## config.mk

```make
export PLATFORM = sky130hd
export DESIGN_NAME = reg_file_ext
export DESIGN_NICKNAME = d
export VERILOG_FILES = /design/src/rtl/rf_pkg.sv /design/src/rtl/reg_file_ext.sv
export SDC_FILE = /design/constraint.sdc
export NUM_CORES = 1
export LEC_CHECK = 0
export ABC_CLOCK_PERIOD_IN_PS = 1800
export CORE_AREA = 2 2 93 95
export CTS_CLUSTER_DIAMETER = 60
export DETAILED_ROUTE_END_ITERATION = 10
export DIE_AREA = 0 0 95 97
export PLACE_DENSITY_LB_ADDON = 0.12
export SLEW_MARGIN = 20
export SYNTH_ARGS = -nofsm -noshare
export SYNTH_HDL_FRONTEND = slang
export SYNTH_SLANG_ARGS = --single-unit
```

## constraint.sdc

```tcl
create_clock -name clk -period 1.8 [get_ports clk]
set_input_delay 0.18 -clock clk [delete_from_list [all_inputs] [get_ports clk]]
set_output_delay 0.18 -clock clk [all_outputs]
set_load 0.01 [all_outputs]
```

## src/rtl/rf_pkg.sv

```systemverilog
// Shared definitions for the extended register file: default geometry and sweep FSM states.
package rf_pkg;

    localparam int RF_DW = 8;
    localparam int RF_AW = 3;

    typedef enum logic {
        IDLE,
        SWEEP
    } rf_state_e;

endpackage

```

## src/rtl/reg_file_ext.sv

```systemverilog
// Two-read/one-write register file with optional write bypass, hardwired-zero entry 0,
// per-entry dirty flags and a background clear sweep that blocks writes while it runs.
module reg_file_ext
    import rf_pkg::*;
#(
    parameter int DW      = RF_DW,
    parameter int AW      = RF_AW,
    parameter int BYPASS  = 1,
    parameter int ZERO_R0 = 0
) (
    input  logic              clk,
    input  logic              reset,
    input  logic              wr_en,
    input  logic [AW-1:0]     wr_addr,
    input  logic [DW-1:0]     dat_in,
    output logic              wr_ack,
    input  logic [AW-1:0]     rd_addrA,
    input  logic [AW-1:0]     rd_addrB,
    output logic [DW-1:0]     datA_out,
    output logic [DW-1:0]     datB_out,
    input  logic              clr_req,
    output logic              busy,
    output logic [2**AW-1:0]  dirty
);
    localparam int DEPTH = 2**AW;

    rf_state_e          state_q, state_d;
    logic [AW-1:0]      cnt_q, cnt_d;
    logic [DW-1:0]      mem_q [DEPTH];
    logic [DW-1:0]      mem_d [DEPTH];
    logic [DEPTH-1:0]   dirty_q, dirty_d;
    logic               wr_keep;

    assign busy    = (state_q == SWEEP);
    assign wr_ack  = wr_en && !busy;
    assign dirty   = dirty_q;
    // Writes to a hardwired-zero entry 0 are acknowledged but never stored.
    assign wr_keep = wr_ack && !((ZERO_R0 != 0) && (wr_addr == '0));

    function automatic logic [DW-1:0] read_port(input logic [AW-1:0] addr);
        if ((ZERO_R0 != 0) && (addr == '0))
            return '0;
        else if ((BYPASS != 0) && wr_ack && (addr == wr_addr))
            return dat_in;
        else
            return mem_q[addr];
    endfunction

    assign datA_out = read_port(rd_addrA);
    assign datB_out = read_port(rd_addrB);

    always_comb begin
        // NOTE: every _d starts from its _q so no path through this block infers a latch.
        state_d = state_q;
        cnt_d   = cnt_q;
        dirty_d = dirty_q;
        mem_d   = mem_q;
        case (state_q)
            IDLE: begin
                if (wr_keep) begin
                    mem_d[wr_addr]   = dat_in;
                    dirty_d[wr_addr] = 1'b1;
                end
                if (clr_req) begin
                    state_d = SWEEP;
                    cnt_d   = '0;
                end
            end
            SWEEP: begin
                mem_d[cnt_q]   = '0;
                dirty_d[cnt_q] = 1'b0;
                // Hold the counter at zero on exit rather than letting it wrap.
                if (cnt_q == AW'(DEPTH - 1)) begin
                    state_d = IDLE;
                    cnt_d   = '0;
                end else begin
                    cnt_d = cnt_q + 1'b1;
                end
            end
            default: state_d = IDLE;
        endcase
    end

    // NOTE: state uses non-blocking assignments so every flop samples pre-edge values.
    always_ff @(posedge clk) begin
        if (reset) begin
            state_q <= IDLE;
            cnt_q   <= '0;
            dirty_q <= '0;
            // NOTE: the storage is reset on purpose; reads after reset must return zero.
            for (int i = 0; i < DEPTH; i++) mem_q[i] <= '0;
        end else begin
            state_q <= state_d;
            cnt_q   <= cnt_d;
            dirty_q <= dirty_d;
            mem_q   <= mem_d;
        end
    end

endmodule
```

Word-level counts from Yosys, hierarchy flattened:

Cells that the tools add are included.
Widths: inputs -> output; s select.

* add/sub/neg operators: 1
* multipliers: 0
* divide/modulo/power cells: 0
* order comparisons: 10
* eq/ne operators: 5
* shift-type cells: 0
* muxes and demuxes: 27
* bitwise operators: 10
* reductions and logical operators: 8

Operators with widths (count)
* $pmux 64 s2: 1
* $mux 8: 9
* $and 64x64->64: 1
* $bwmux 64: 1
* $mux 64: 1
* $not 64->64: 1
* $bmux 8 s3: 2
* $demux 8 s3: 2
* $ge 4x4->1 const B: 4
* $not 3->4: 4
* $pmux 8 s2: 1
* $and 8x8->8: 1
* $lt 3x4->1 const B: 2
* $lt 4x1->1 const B: 2
* $not 8->8: 1
* $or 8x8->8: 1
* $logic_and 1x1->1: 7
* $demux 1 s3: 2
* $eq 3x3->1: 2
* $ge 3x1->1 const B: 2
* $mux 3: 2
* $pmux 3 s2: 1
* $mux 1: 4
* $ne 2x2->1 const B: 2
* 5 further kinds: 5

* flip-flop bits (word level): 76
* latch bits: 0
* memory bits (writable): 0
* ROM bits: 0
* input bits: 21
* logic and storage cells: 72
* memories: 0

Depth between registers and ports, before layout:

Gate-level depths: netlist (run 1).

* depth after elaboration: 8
* mapped depth: 6
* depth with buffers taken out: 5

Worst setup path before layout (run 1):

Ideal clock, no wire load.

* path type: register to output
* start: reg state_q, in the netlist busy
* end: out datA_out[6]
* arrival time: 1.507 ns
* path slack: 0.113 ns
* stages on the path, launching flop included: 5
* buffers on the path: 1
* cell sequence: dfxtp_1 buf_2 nor2b_1 nand4_1 mux2_4

* cells in the longest elaborated chain, start to end: 4

RTL lines
* from (decl): line reg_file_ext.sv:27 `rf_state_e state_q, state_d;`
* from (signal assigned): line reg_file_ext.sv:93 `state_q <= state_d;`
* $logic_not 1->1: line reg_file_ext.sv:35 `assign wr_ack = wr_en && !busy;`
* $logic_and 1x1->1: line reg_file_ext.sv:35
* via wr_ack: line reg_file_ext.sv:16 `output logic wr_ack,`
* $logic_and 1x1->1: line reg_file_ext.sv:43 `else if ((BYPASS != 0) && wr_ack && (addr == wr_addr))`
* $mux 8: line reg_file_ext.sv:43
* to (decl): line reg_file_ext.sv:19 `output logic [DW-1:0] datA_out,`

The timed path passes the listed nets, and every way through them passes these cells.

Worst setup path after layout (run 1):

* start: reg mem_q[2] (netlist bit)
* end: out datA_out[2]

* cells in the longest elaborated chain, start to end: 4

RTL lines
* from (decl): line reg_file_ext.sv:29 `logic [DW-1:0] mem_q [DEPTH];`
* from (signal assigned): line reg_file_ext.sv:96 `mem_q <= mem_d;`
* $bmux 8 s3: line reg_file_ext.sv:46 `return mem_q[addr];`
* $mux 8 (not written as such) (2 in a row): line reg_file_ext.sv:46
* $mux 8: line reg_file_ext.sv:43

Every way passes these cells. The select of a mux whose other input is x is not followed.

==> results of run 1 <==
==> routing by layer <==
layer	part of all wire (%)	vias up	GRT usage (%)	wire length, µm
met2	48	300	49.86	6957
met4	4.8	0	17.95	694
li1	-	1893	-	-
met5	0	-	0	0
met1	37	2112	41.94	5372
met3	11	61	7.866	1552
==> stage by stage <==
| step | power [mW] | instances |
|---|---|---|
| 6_report | 3.934 | 633 |
| 5_1_grt | 4.049 | 633 |
| 4_1_cts | 3.922 | 631 |
| 3_5_place_dp | 2.437 | 609 |
| 3_3_place_gp | 2.427 | 609 |
| 2_1_floorplan | 2.151 | 465 |
==> final cells by class <==
class,count,area share [%]
clock inverters,6,1.514
repair buffers,113,20.40
well taps,105,2.238
flip-flops and latches,76,26.63
multi-input cells,315,46.54
clock buffers,10,2.174
inverters,8,0.5116
==> what timing repair did <==
action / CTS / global route
pin swaps: 0 / 0
buffers inserted: 2 / 2
gates cloned: 4 / 0
resized for setup: 145 / 30
endpoints found under the setup margin: 17 / 25
==> power by group through the flow <==
stage	combinational [mW]	sequential, mW	clock [mW]
finish	0.749	1.74	1.44
global route	0.784	1.75	1.52
CTS	0.722	1.74	1.46
detailed placement	0.659	1.78	0
global placement	0.652	1.78	0
floorplan	0.378	1.77	0
==> state kept, by name, indices dropped and copies added, names as in the netlist <==
signal and flops:
busy 1, cnt_q 3, dirty 8, mem_q 64
==> path summary, 6_finish.rpt <==
check | start | endpoint | depth (start not counted) | slack [ns]
setup reg to reg | busy$_SDFF_PP0_ | mem_q[3]$_SDFFE_PP0P_ | 4 | 0.11
hold reg to reg | mem_q[0]$_SDFFE_PP0P_ | mem_q[0]$_SDFFE_PP0P_ | 2 | 0.50
hold / removal | reset | cnt_q[1]$_SDFFE_PP0P_ | 2 | 0.24
setup / recovery | mem_q[2]$_SDFFE_PP0P_ | datA_out[2] | 4 | -0.25
==> cell families after synthesis <==
logic type | Yosys count
AO/OA/AOI/OAI | 140
XOR/XNOR | 6
adder cells (fa/ha/maj) | 2
buffers and inverters | 74
flip-flops | 76
multiplexers | 64
AND/OR/NAND/NOR | 103
==> critical path, stage by stage (launching register included) <==
cell and delay [ns]:
sky130_fd_sc_hd__dfxtp_2 0.34, sky130_fd_sc_hd__mux4_2 0.50, sky130_fd_sc_hd__mux2_4 0.29, sky130_fd_sc_hd__mux2_4 0.26
sky130_fd_sc_hd__buf_6 0.12
==> cell usage in the layout (no fill, tap or decap), types with 2 or more instances in the layout <==
cell	instances
sky130_fd_sc_hd__a21oi_1	73
sky130_fd_sc_hd__nand3_1	64
sky130_fd_sc_hd__o211ai_1	64
sky130_fd_sc_hd__buf_4	51
sky130_fd_sc_hd__dfxtp_1	43
sky130_fd_sc_hd__dfxtp_2	33
sky130_fd_sc_hd__mux4_2	32
sky130_fd_sc_hd__mux2_4	28
sky130_fd_sc_hd__clkdlybuf4s50_1	25
sky130_fd_sc_hd__buf_6	17
sky130_fd_sc_hd__buf_12	11
sky130_fd_sc_hd__clkbuf_8	9
sky130_fd_sc_hd__inv_1	8
sky130_fd_sc_hd__nor3_1	7
sky130_fd_sc_hd__xnor2_1	6
sky130_fd_sc_hd__nor2_1	5
sky130_fd_sc_hd__nand2b_1	5
sky130_fd_sc_hd__mux2_2	4
sky130_fd_sc_hd__nand4_1	3
sky130_fd_sc_hd__nand4bb_1	3
sky130_fd_sc_hd__nand4b_1	3
sky130_fd_sc_hd__buf_2	3
sky130_fd_sc_hd__nor2b_1	2
sky130_fd_sc_hd__nand2_1	2
sky130_fd_sc_hd__ha_1	2
sky130_fd_sc_hd__bufinv_16	2
sky130_fd_sc_hd__clkinvlp_4	2
sky130_fd_sc_hd__buf_16	2
sky130_fd_sc_hd__bufbuf_16	2
sky130_fd_sc_hd__dlygate4sd2_1	2
==> metrics list, run 1 <==
- Run status: finished with violations
* Violated checks: setup timing
* Post-DRT Antenna Nets: 0
- The cell area that synthesis handed to floorplanning was 4556 µm².
- Leak pwr: 2.184 nW
- Before antenna repair, the detailed router went through 5 iterations.
- Final cell utilization of the core: 72.16%
* Simple logic cell fraction of the synthesized area: 12.69%
- After legalization and detailed placement, the total HPWL measured 8830 µm.
* Portion of the post-synthesis area used by sequential elements: 33.40%
- Proportion of total power due to net switching: 27.29%
- Entering global routing, the biggest net connects 57 pins.
- Total global routing overflow: 0
* Worst IR drop on VDD: 0.4618 mV
- Overall die width: 95 µm
* Sequential cell area in the final layout: 1563 µm²
- Layout Skew: 0.005009 ns
- The clock drives 76 sinks.
- Relative to the synthesized area, the layout overhead comes to 28.84%.
- Seq pwr share: 44.3%
- For this block, the via count after detailed routing is 4366.
* Average wire length per cell after detail routing: 23.03 µm
- By count the netlist is led by sky130_fd_sc_hd__dfxtp_1, sky130_fd_sc_hd__a21oi_1, sky130_fd_sc_hd__nand3_1, sky130_fd_sc_hd__o211ai_1, sky130_fd_sc_hd__clkbuf_1.
- Final routed wirelength across all metal layers: 14580 µm
* Clock transition at path regs: 0.08 ns
- The synthesized netlist devotes 19.14% of its cell area to compound gates.
- Top-level port count: 47
* Period utilization: 113.9%
* Number of hold-repair buffers added at the cts stage: 0
* Post-DP Area: 5409 µm²
- Post-route cell area: 5869 µm²
- After synthesis, the largest family of logic cells by area is multiplexers.
- The analysis attributes to net switching a power of 1.073 mW.
- Final-stage net count: 546
- Fraction of synthesized area in multiplexers: 25.38%
* Total area of multi-input combinational cells: 2731 µm²
* Count of pins over their slew limit: 0
- Peak clock frequency supported by timing: 0.4877 GHz
* Fraction of final layout cells with drive strength greater than 1: 38.45%
- Of the total synthesized cell area, the portion taken by full adders, half adders and majority gates is 0.5493%.
- Buffers inserted during clock tree synthesis total 9.
- The worst pin sits at a relative slew slack of 60.95%.
- Setup repair after global routing could not meet its margin everywhere.
- Max-capacitance violation count: 0
* Post-layout min period: 2.051 ns
- Final Hold Vio Count: 0
* Standard-cell rows: 33
- Leading cell types by total area after synthesis: sky130_fd_sc_hd__dfxtp_1, sky130_fd_sc_hd__o211ai_1, sky130_fd_sc_hd__mux4_1
* Critical Path AT: 1.87 ns
- Iteration-0 DRC Markers: 535
* Sum Neg Setup Slack: -3.461 ns
- Internal power component: 2.860 mW
* Warning count from the yosys run: 0
- Of the total power, the clock network draws 36.6%.
- Along the worst path, the maximum fanout reaches 3.
- Across every metal layer, demand over resource in global routing totals 32.57%.
- Die boundary height: 97 µm
* Unique masters post-synth: 35
- CP Data Required Time: 1.62 ns
* Count of H-tree levels built during CTS: 3
* Setup crit end kind: output pin
- Classification of the worst-slack hold path: input port to flip-flop
- Post-synth EDFFs: 0
* Worst slack on hold paths: 0.2361 ns
* Power per cell area: 670.2 nW/µm²
* Die ar.: 9215 µm²
* Share of total power in combinational logic: 19.0%
- Syn Inst Count: 465
* Most frequently used flop master after synthesis: sky130_fd_sc_hd__dfxtp_1
- Antenna violations before repair: 0
- Synthesized area per cell: 9.797 µm²
* IO Port Bufs: 46
- Clk Latency, worst-skew pair: 0.35 ns
- The congestion estimate from routability-driven global placement came to 0.8331.
- OpenSTA, run right after detailed placement, puts the worst setup slack at -0.8947 ns.
- The repair_antennas step left the layout with diodes totalling 0.
- Wire length of the first global-routing pass: 22940 µm
- For this run, design rule violations remaining after detail routing come to 0.
- Number of flip-flops and latches in the synthesized netlist: 76
* Asr flop ratio synth: 0%
- Area of the core: 8134 µm²
- By instance count, the leading cell after synthesis is sky130_fd_sc_hd__dfxtp_1.
- Summing the areas of all xor and xnor instances in the mapped netlist gives 1.154% of the synthesized area.
- For this configuration, the core starts out at a cell density of 56.01%.
- The critical path in this run is classified as flip-flop to output pin.
- Transition time of the tightest slew-check pin: 0.5840 ns
- Clock root buffer: sky130_fd_sc_hd__clkbuf_8
- Post-detailed-route via-to-cell ratio: 6.897
- Setup violations remaining at the end of the flow were counted as 16.
* Worst-case clock buffer depth: 2
- Number of fillers in the final layout: 613
* Largest area contributor in the synthesized netlist: sky130_fd_sc_hd__dfxtp_1
- TritonCTS built the clock tree.
* Final setup margin: -0.2506 ns
- STA classifies the critical path startpoint as a flip-flop.
- Counting every net in the synthesized netlist gives 488.
- Number of global-route vias before repair: 4315
- Share of the synthesized area in the top cell type: 33.40%
Power figures use the tool's default switching activity.
==> run 2, diff against run 1 <==
--- a/config.mk
+++ b/config.mk
@@ -6,10 +6,11 @@
 export NUM_CORES = 1
 export LEC_CHECK = 0
 export ABC_CLOCK_PERIOD_IN_PS = 1800
-export CORE_AREA = 2 2 93 95
+export CORE_AREA = 2 2 95 97
 export CTS_CLUSTER_DIAMETER = 60
+export CTS_CLUSTER_SIZE = 10
 export DETAILED_ROUTE_END_ITERATION = 10
-export DIE_AREA = 0 0 95 97
+export DIE_AREA = 0 0 97 99
 export PLACE_DENSITY_LB_ADDON = 0.12
 export SLEW_MARGIN = 20
 export SYNTH_ARGS = -nofsm -noshare
==> metrics list, run 2 (synthesis gave the netlist of run 1 again) <==
* Seq pwr share: 40.6% (-3.7 points)
* Setup repair after global routing missed its margin: yes
* Area of the core: 8551 µm² (+5.1%)
* Share of total power in combinational logic: 18.0% (-1.0 points)
* IO Port Bufs: 46 (unchanged)
- The routed via count divided by cell count came to 6.722 (-2.5%).
- Number of flip-flops in the largest register: 64 (unchanged)
- STA classifies the critical path startpoint as a flip-flop.
- The later-pin clock latency in the skew report was 0.36 ns (about the same).
- Total area of multi-input combinational cells: 2726 µm² (-0.18%)
- The final RePlAce weighted congestion came to 0.8985 (+7.9%).
* Period utilization: 113.3% (-0.60 points)
- The total die area came to 9603 µm² (+4.2%).
* Clock buffers created by TritonCTS: 9 (unchanged)
- The starting DRC count in detailed routing came to 479 (-10%).
* Post-layout min period: 2.040 ns (-0.01076 ns)
* Worst slack on hold paths: 0.2455 ns (+0.009364 ns)
* Worst IR drop on VDD: 0.3996 mV (-13%)
* Top-level port count: 47 (unchanged)
- Final setup margin: -0.2398 ns (+0.01076 ns)
* Run status: finished with violations
- Count of pins over their slew limit: 0 (unchanged)
- The antenna diode count was 0 (unchanged).
- The upper clock frequency limit was 0.4902 GHz (+0.53%).
- Clock group share of total power: 41.4% (+4.8 points)
- Layout Skew: 0.009763 ns (+0.004755 ns)
- The horizontal die dimension is 97 µm (+2.1%).
- Maximum number of pins on one net before global-route repair: 33 (-42%)
* Antenna violations before repair: 0 (unchanged)
- The required time of the critical path is 1.62 ns (about the same).
- Max-slew headroom: 64.41% (+3.5 points)
* Effective utilization at floorplan: 53.28% (-2.7 points)
* Total global routing overflow: 0 (unchanged)
* Sinks on Clock Net: 76 (unchanged)
- Sequential cell area in the final layout: 1573 µm² (+0.64%)
- The fraction of the core area covered by cells at the end of the flow is 70.85% (-1.3 points).
* Fraction of final layout cells with drive strength greater than 1: 41.80% (+3.4 points)
* Violated checks: setup timing
- The wire length of the first global-routing pass was 23820 µm (+3.8%).
- Max-capacitance violation count: 0 (unchanged)
- Number of global-route vias before repair: 4305 (-0.23%)
* Clock tree from TritonCTS: built
* Clock root buffer: sky130_fd_sc_hd__clkbuf_8
- First-pass DRT Iterations: 5 (unchanged)
- The library cells used most frequently in the layout, excluding fill and tap cells, are sky130_fd_sc_hd__a21oi_1, sky130_fd_sc_hd__buf_4, sky130_fd_sc_hd__nand3_1, sky130_fd_sc_hd__o211ai_1, sky130_fd_sc_hd__dfxtp_2.
* Synth-to-Final Area Change: 32.99%
- The height of the die was 99 µm (+2.1%).
* Post-DP HPWL: 9577 µm (+8.5%)
- Classification of the worst-slack hold path: input port to flip-flop
* Standard-cell rows: 34 (+3.0%)
- Kind of critical path: flip-flop to output pin
- The library cell used most frequently in the layout, excluding fill and tap cells, is sky130_fd_sc_hd__a21oi_1.
- Number of fillers in the final layout: 633 (+3.3%)
* Finish-stage setup viols: 16 (unchanged)
- The post-placement setup slack was -0.9086 ns (-0.01397 ns).
- The H-tree depth reported by CTS came to 3 (unchanged).
- Switching pwr: 1.122 mW (+4.5%)
- Remaining design rule violation count: 0 (unchanged)
- The maximum number of buffers from clock root to sink came to 2 (unchanged).
* Average wire length per cell after detail routing: 23.17 µm (+0.62%)
* Critical Path AT: 1.86 ns (about the same)
- The total count of hold-check failures in the final report came to 0 (unchanged).
* Transition time of the tightest slew-check pin: 0.5310 ns (-0.05305 ns)
* Internal power component: 3.172 mW (+11%)
- The aggregate global-route resource usage is 32.02% (-0.55 points).
- Power per cell area: 708.8 nW/µm² (+5.8%)
* Post-DRT Antenna Nets: 0 (unchanged)
- Setup crit end kind: output pin
- The net switching share of the total power is 26.13% (-1.2 points).
- Final-stage net count: 561 (+2.7%)
* Vias post-DR: 4376 (+0.23%)
- The maximum fanout along the worst path is 3 (unchanged).
- Clock transition at path regs: 0.09 ns (about the same)
- Hold path depth: 2 (unchanged)
- The number of cell instances on the worst register-to-register path came to 5 (+1).
* Leak pwr: 2.304 nW (+5.5%)
- The sum of routed wire length over all layers is 15080 µm (+3.5%).
- Most flop-heavy register: mem_q
[run 2: final cells by class]
cell class	instances	area share, %
multi-input cells	315	45.00
flip-flops and latches	76	25.96
repair buffers	128	21.85
clock inverters	7	2.416
well taps	108	2.230
clock buffers	9	2.045
inverters	8	0.4957
[run 2: worst paths after layout]
| path | slack [ns] | endpoint | from |
|---|---|---|---|
| max | -0.24 | datB_out[2] | mem_q[2]$_SDFFE_PP0P_ |
| min | 0.25 | cnt_q[0]$_SDFFE_PP0P_ | reset |
| max reg2reg | 0.18 | mem_q[18]$_SDFFE_PP0P_ | busy$_SDFF_PP0_ |
| min reg2reg | 0.50 | mem_q[5]$_SDFFE_PP0P_ | mem_q[5]$_SDFFE_PP0P_ |
[run 2: what timing repair did]
item | in CTS | in global routing
setup buffers | 8 | 2
hold buffers | 0 | 0
gates resized for setup | 164 | 19
cloned | 4 | 0
endpoints found under the setup margin | 16 | 23
[run 2: per-stage QoR]
step / area [µm²] / power, mW / TNS, ns / cells
6_report: 6058 / 4.294 / -3.564 / 651
2_1_floorplan: 4556 / 2.151 / 0 / 465
3_3_place_gp: 5493 / 2.446 / -17.72 / 621
4_1_cts: 6021 / 4.292 / -3.696 / 649
3_5_place_dp: 5493 / 2.459 / -19.08 / 621
5_1_grt: 6058 / 4.433 / -4.153 / 651
[run 2: power groups by stage]
stage	clock network [mW]	registers, mW	logic (mW)
3_5_place_dp	0	1.78	0.679
5_1_grt	1.87	1.75	0.812
6_report	1.78	1.75	0.774
3_3_place_gp	0	1.78	0.669
4_1_cts	1.79	1.74	0.757
2_1_floorplan	0	1.77	0.378
[run 2: critical path, stage by stage (launching register included)]
cell and delay, ns:
sky130_fd_sc_hd__dfxtp_2 0.34, sky130_fd_sc_hd__mux4_2 0.50, sky130_fd_sc_hd__mux2_4 0.27, sky130_fd_sc_hd__mux2_4 0.26, sky130_fd_sc_hd__buf_6 0.12
[run 2: routing by layer]
layer	up-vias	routed length, µm	GRT usage (%)
met5	-	0	0
met4	0	564	15.06
met3	52	1243	5.816
met2	256	7413	53.53
met1	2147	5863	40.44
li1	1921	-	-
==> run 3, diff against run 2 <==
--- a/config.mk
+++ b/config.mk
@@ -6,11 +6,10 @@
 export NUM_CORES = 1
 export LEC_CHECK = 0
 export ABC_CLOCK_PERIOD_IN_PS = 1800
-export CORE_AREA = 2 2 95 97
+export CORE_AREA = 2 2 110 112
 export CTS_CLUSTER_DIAMETER = 60
-export CTS_CLUSTER_SIZE = 10
 export DETAILED_ROUTE_END_ITERATION = 10
-export DIE_AREA = 0 0 97 99
+export DIE_AREA = 0 0 112 114
 export PLACE_DENSITY_LB_ADDON = 0.12
 export SLEW_MARGIN = 20
 export SYNTH_ARGS = -nofsm -noshare
==> metrics list, run 3 (synthesis gave the netlist of run 1 again) <==
- The flow ran to the end, but the final reports show violations.
* Violated checks: setup timing
* Effective utilization at floorplan: 38.90% (-14 points)
- The later-pin clock latency in the skew report is 0.34 ns (-0.02 ns).
* Post-detailed-route via-to-cell ratio: 6.103 (-9.2%)
- The power density of the placed cells is 706.7 nW/µm² (-0.30%).
- The upper clock frequency limit came to 0.4903 GHz (about the same).
- The starting DRC count in detailed routing was 275 (-43%).
- The number of cell instances on the worst register-to-register path was 4 (-1).
- Antenna diode count: 0 (unchanged)
- The cell leakage power was 2.274 nW (-1.3%).
- STA classifies the critical path endpoint as an output pin.
* Finish-stage setup viols: 16 (unchanged)
- Max-slew headroom: 57.49% (-6.9 points)
* Worst-case setup slack after placement: -0.9357 ns (-0.02704 ns)
- The hold-critical path depth is 2 (unchanged).
- Count of pins over their slew limit: 0 (unchanged)
- The worst setup path is of the flip-flop to output pin kind.
- The required time of the critical path was 1.62 ns (about the same).
- Sinks on Clock Net: 76 (unchanged)
- Number of cells in the finished layout apart from fillers: 690 (+6.0%)
- The clock-pin transition on the worst setup and hold timing paths is 0.06 ns (-0.03 ns).
* Startpoint class of the critical path: flip-flop
- The cell that appears most often on the critical path is sky130_fd_sc_hd__mux2_4.
- Setup repair after global routing missed its margin: yes
* Final routed wirelength across all metal layers: 15150 µm (+0.42%)
* Top-level port count: 47 (unchanged)
* Fraction of final layout cells with drive strength greater than 1: 39.41% (-2.4 points)
* Peak per-stage delay on the critical path: 0.50 ns (about the same)
- The horizontal die dimension is 112 µm (+15%).
* Antenna violations before repair: 0 (unchanged)
- Worst IR drop on VDD: 0.3678 mV (-8.0%)
* Total placed cells including tap cells: 667 (+7.4%)
* Clock buffers created by TritonCTS: 9 (unchanged)
- The total half-perimeter wirelength after legalization and detailed placement is 9728 µm (+1.6%).
- The maximum number of pins on one net before global-route repair was 49 (+48%).
* Number of flip-flops in the largest register: 64 (unchanged)
* Classification of the worst-slack hold path: input port to flip-flop
- Worst Path Max Fanout: 3 (unchanged)
- Clock root buffer: sky130_fd_sc_hd__clkbuf_16
* Period utilization: 113.3% (about the same)
- Average wire length per cell after detail routing: 21.95 µm (-5.3%)
* Number of global-route vias before repair: 4227 (-1.8%)
- The H-tree depth reported by CTS came to 3 (unchanged).
- The largest individual stage delay along the critical path comes from the cell sky130_fd_sc_hd__mux4_2.
* Area of the core: 11710 µm² (+37%)
- Routability congestion estimate from global placement: 0.8219 (-8.5%)
- Commonest non-fill, non-tap cells in the layout: sky130_fd_sc_hd__a21oi_1, sky130_fd_sc_hd__buf_4, sky130_fd_sc_hd__nand3_1, sky130_fd_sc_hd__o211ai_1, sky130_fd_sc_hd__dfxtp_1
* Final cell utilization of the core: 51.69% (-19 points)
- The aggregate global routing overflow is 0 (unchanged).
* IO Port Bufs: 46 (unchanged)
- The transition time at the pin with the least slew margin is 0.6342 ns (+0.1033 ns).
- Standard-cell rows: 40 (+18%)
- Critical Path AT: 1.86 ns (about the same)
- Post-layout min period: 2.040 ns (-0.00007300 ns)
- The worst clock skew came to 0.006999 ns (-0.002764 ns).
- The remaining antenna violation count is 0 (unchanged).
- Die boundary height: 114 µm (+15%)
- The via total after detailed routing came to 4211 (-3.8%).
- The aggregate global-route resource usage was 24.62% (-7.4 points).
- Synth-to-Final Area Change: 32.88% (about the same)
- Max-capacitance violation count: 0 (unchanged)
* Clock tree from TritonCTS: built
- The number of remaining DRC errors was 0 (unchanged).
- The total count of hold-check failures in the final report is 0 (unchanged).
- Leaving out fill and tap cells, the most frequent cell in the layout is sky130_fd_sc_hd__a21oi_1.
- The register with the most flip-flops in the final layout is mem_q.
- Die ar.: 12770 µm² (+33%)
- The maximum number of buffers from clock root to sink is 2 (unchanged).
- Final-stage net count: 562 (+0.18%)
* Worst slack on hold paths: 0.2343 ns (-0.01124 ns)
- The critical path goes through mux4_2 > mux2_4 > mux2_4 > buf_6.
- The first-pass detailed-route iteration total is 5 (unchanged).
* Wire length of the first global-routing pass: 24220 µm (+1.7%)
- Final setup margin: -0.2397 ns (+0.00007300 ns)
-- run 3: repair_timing --
item                       in CTS  in global routing
buffers inserted                5                  0
setup endpoints to repair      16                 25
gates resized for setup       147                 21
gates cloned                    3                  0
hold buffers                    0                  0
-- run 3: final timing paths --
kind | startpoint | end | slack, ns
min reg2reg | mem_q[0]$_SDFFE_PP0P_ | mem_q[0]$_SDFFE_PP0P_ | 0.50
max | mem_q[37]$_SDFFE_PP0P_ | datA_out[5] | -0.24
max reg2reg | busy$_SDFF_PP0_ | mem_q[18]$_SDFFE_PP0P_ | 0.13
min | reset | cnt_q[2]$_SDFFE_PP0P_ | 0.23
-- run 3: layout make-up --
type	count	area (µm²)
Tap cell	147	183.9
Inverter	8	30.03
Fill cell	1100	5658
Clock buffer	10	229.0
Sequential cell	76	1559
Timing Repair Buffer	129	1281
Multi-Input combinational cell	315	2716
Clock inverter	5	53.80
-- run 3: where the power goes --
| group | switching (mW) | total (mW) | internal [mW] |
|---|---|---|---|
| Combinational | 0.387 | 0.755 | 0.368 |
| Clock | 0.715 | 1.78 | 1.06 |
| Sequential | 0.0260 | 1.75 | 1.72 |
| Total | 1.13 | 4.28 | 3.15 |
-- run 3: per-layer routing --
metal	up-vias	share of wire [%]	GRT usage, %
li1	1930	-	-
met1	2100	44	32.27
met2	161	49	40.69
met3	20	5.2	4.835
met4	0	2.1	9.024
met5	-	0	0
-- run 3: critical path, delay by kind of cell, from the launching register on --
| family | cells | cell delay [ns] |
|---|---|---|
| buffers and inverters | 1 | 0.12 |
| flip-flops | 1 | 0.33 |
| multiplexers | 3 | 1.07 |
-- run 3: per-stage QoR --
step	TNS (ns)	total power, mW	cell area (µm²)
floorplan	0	2.151	4556
detailed placement	-20.07	2.462	5557
CTS	-3.294	4.296	6006
finish	-3.166	4.278	6053
global placement	-19.37	2.455	5557
global route	-3.666	4.417	6053
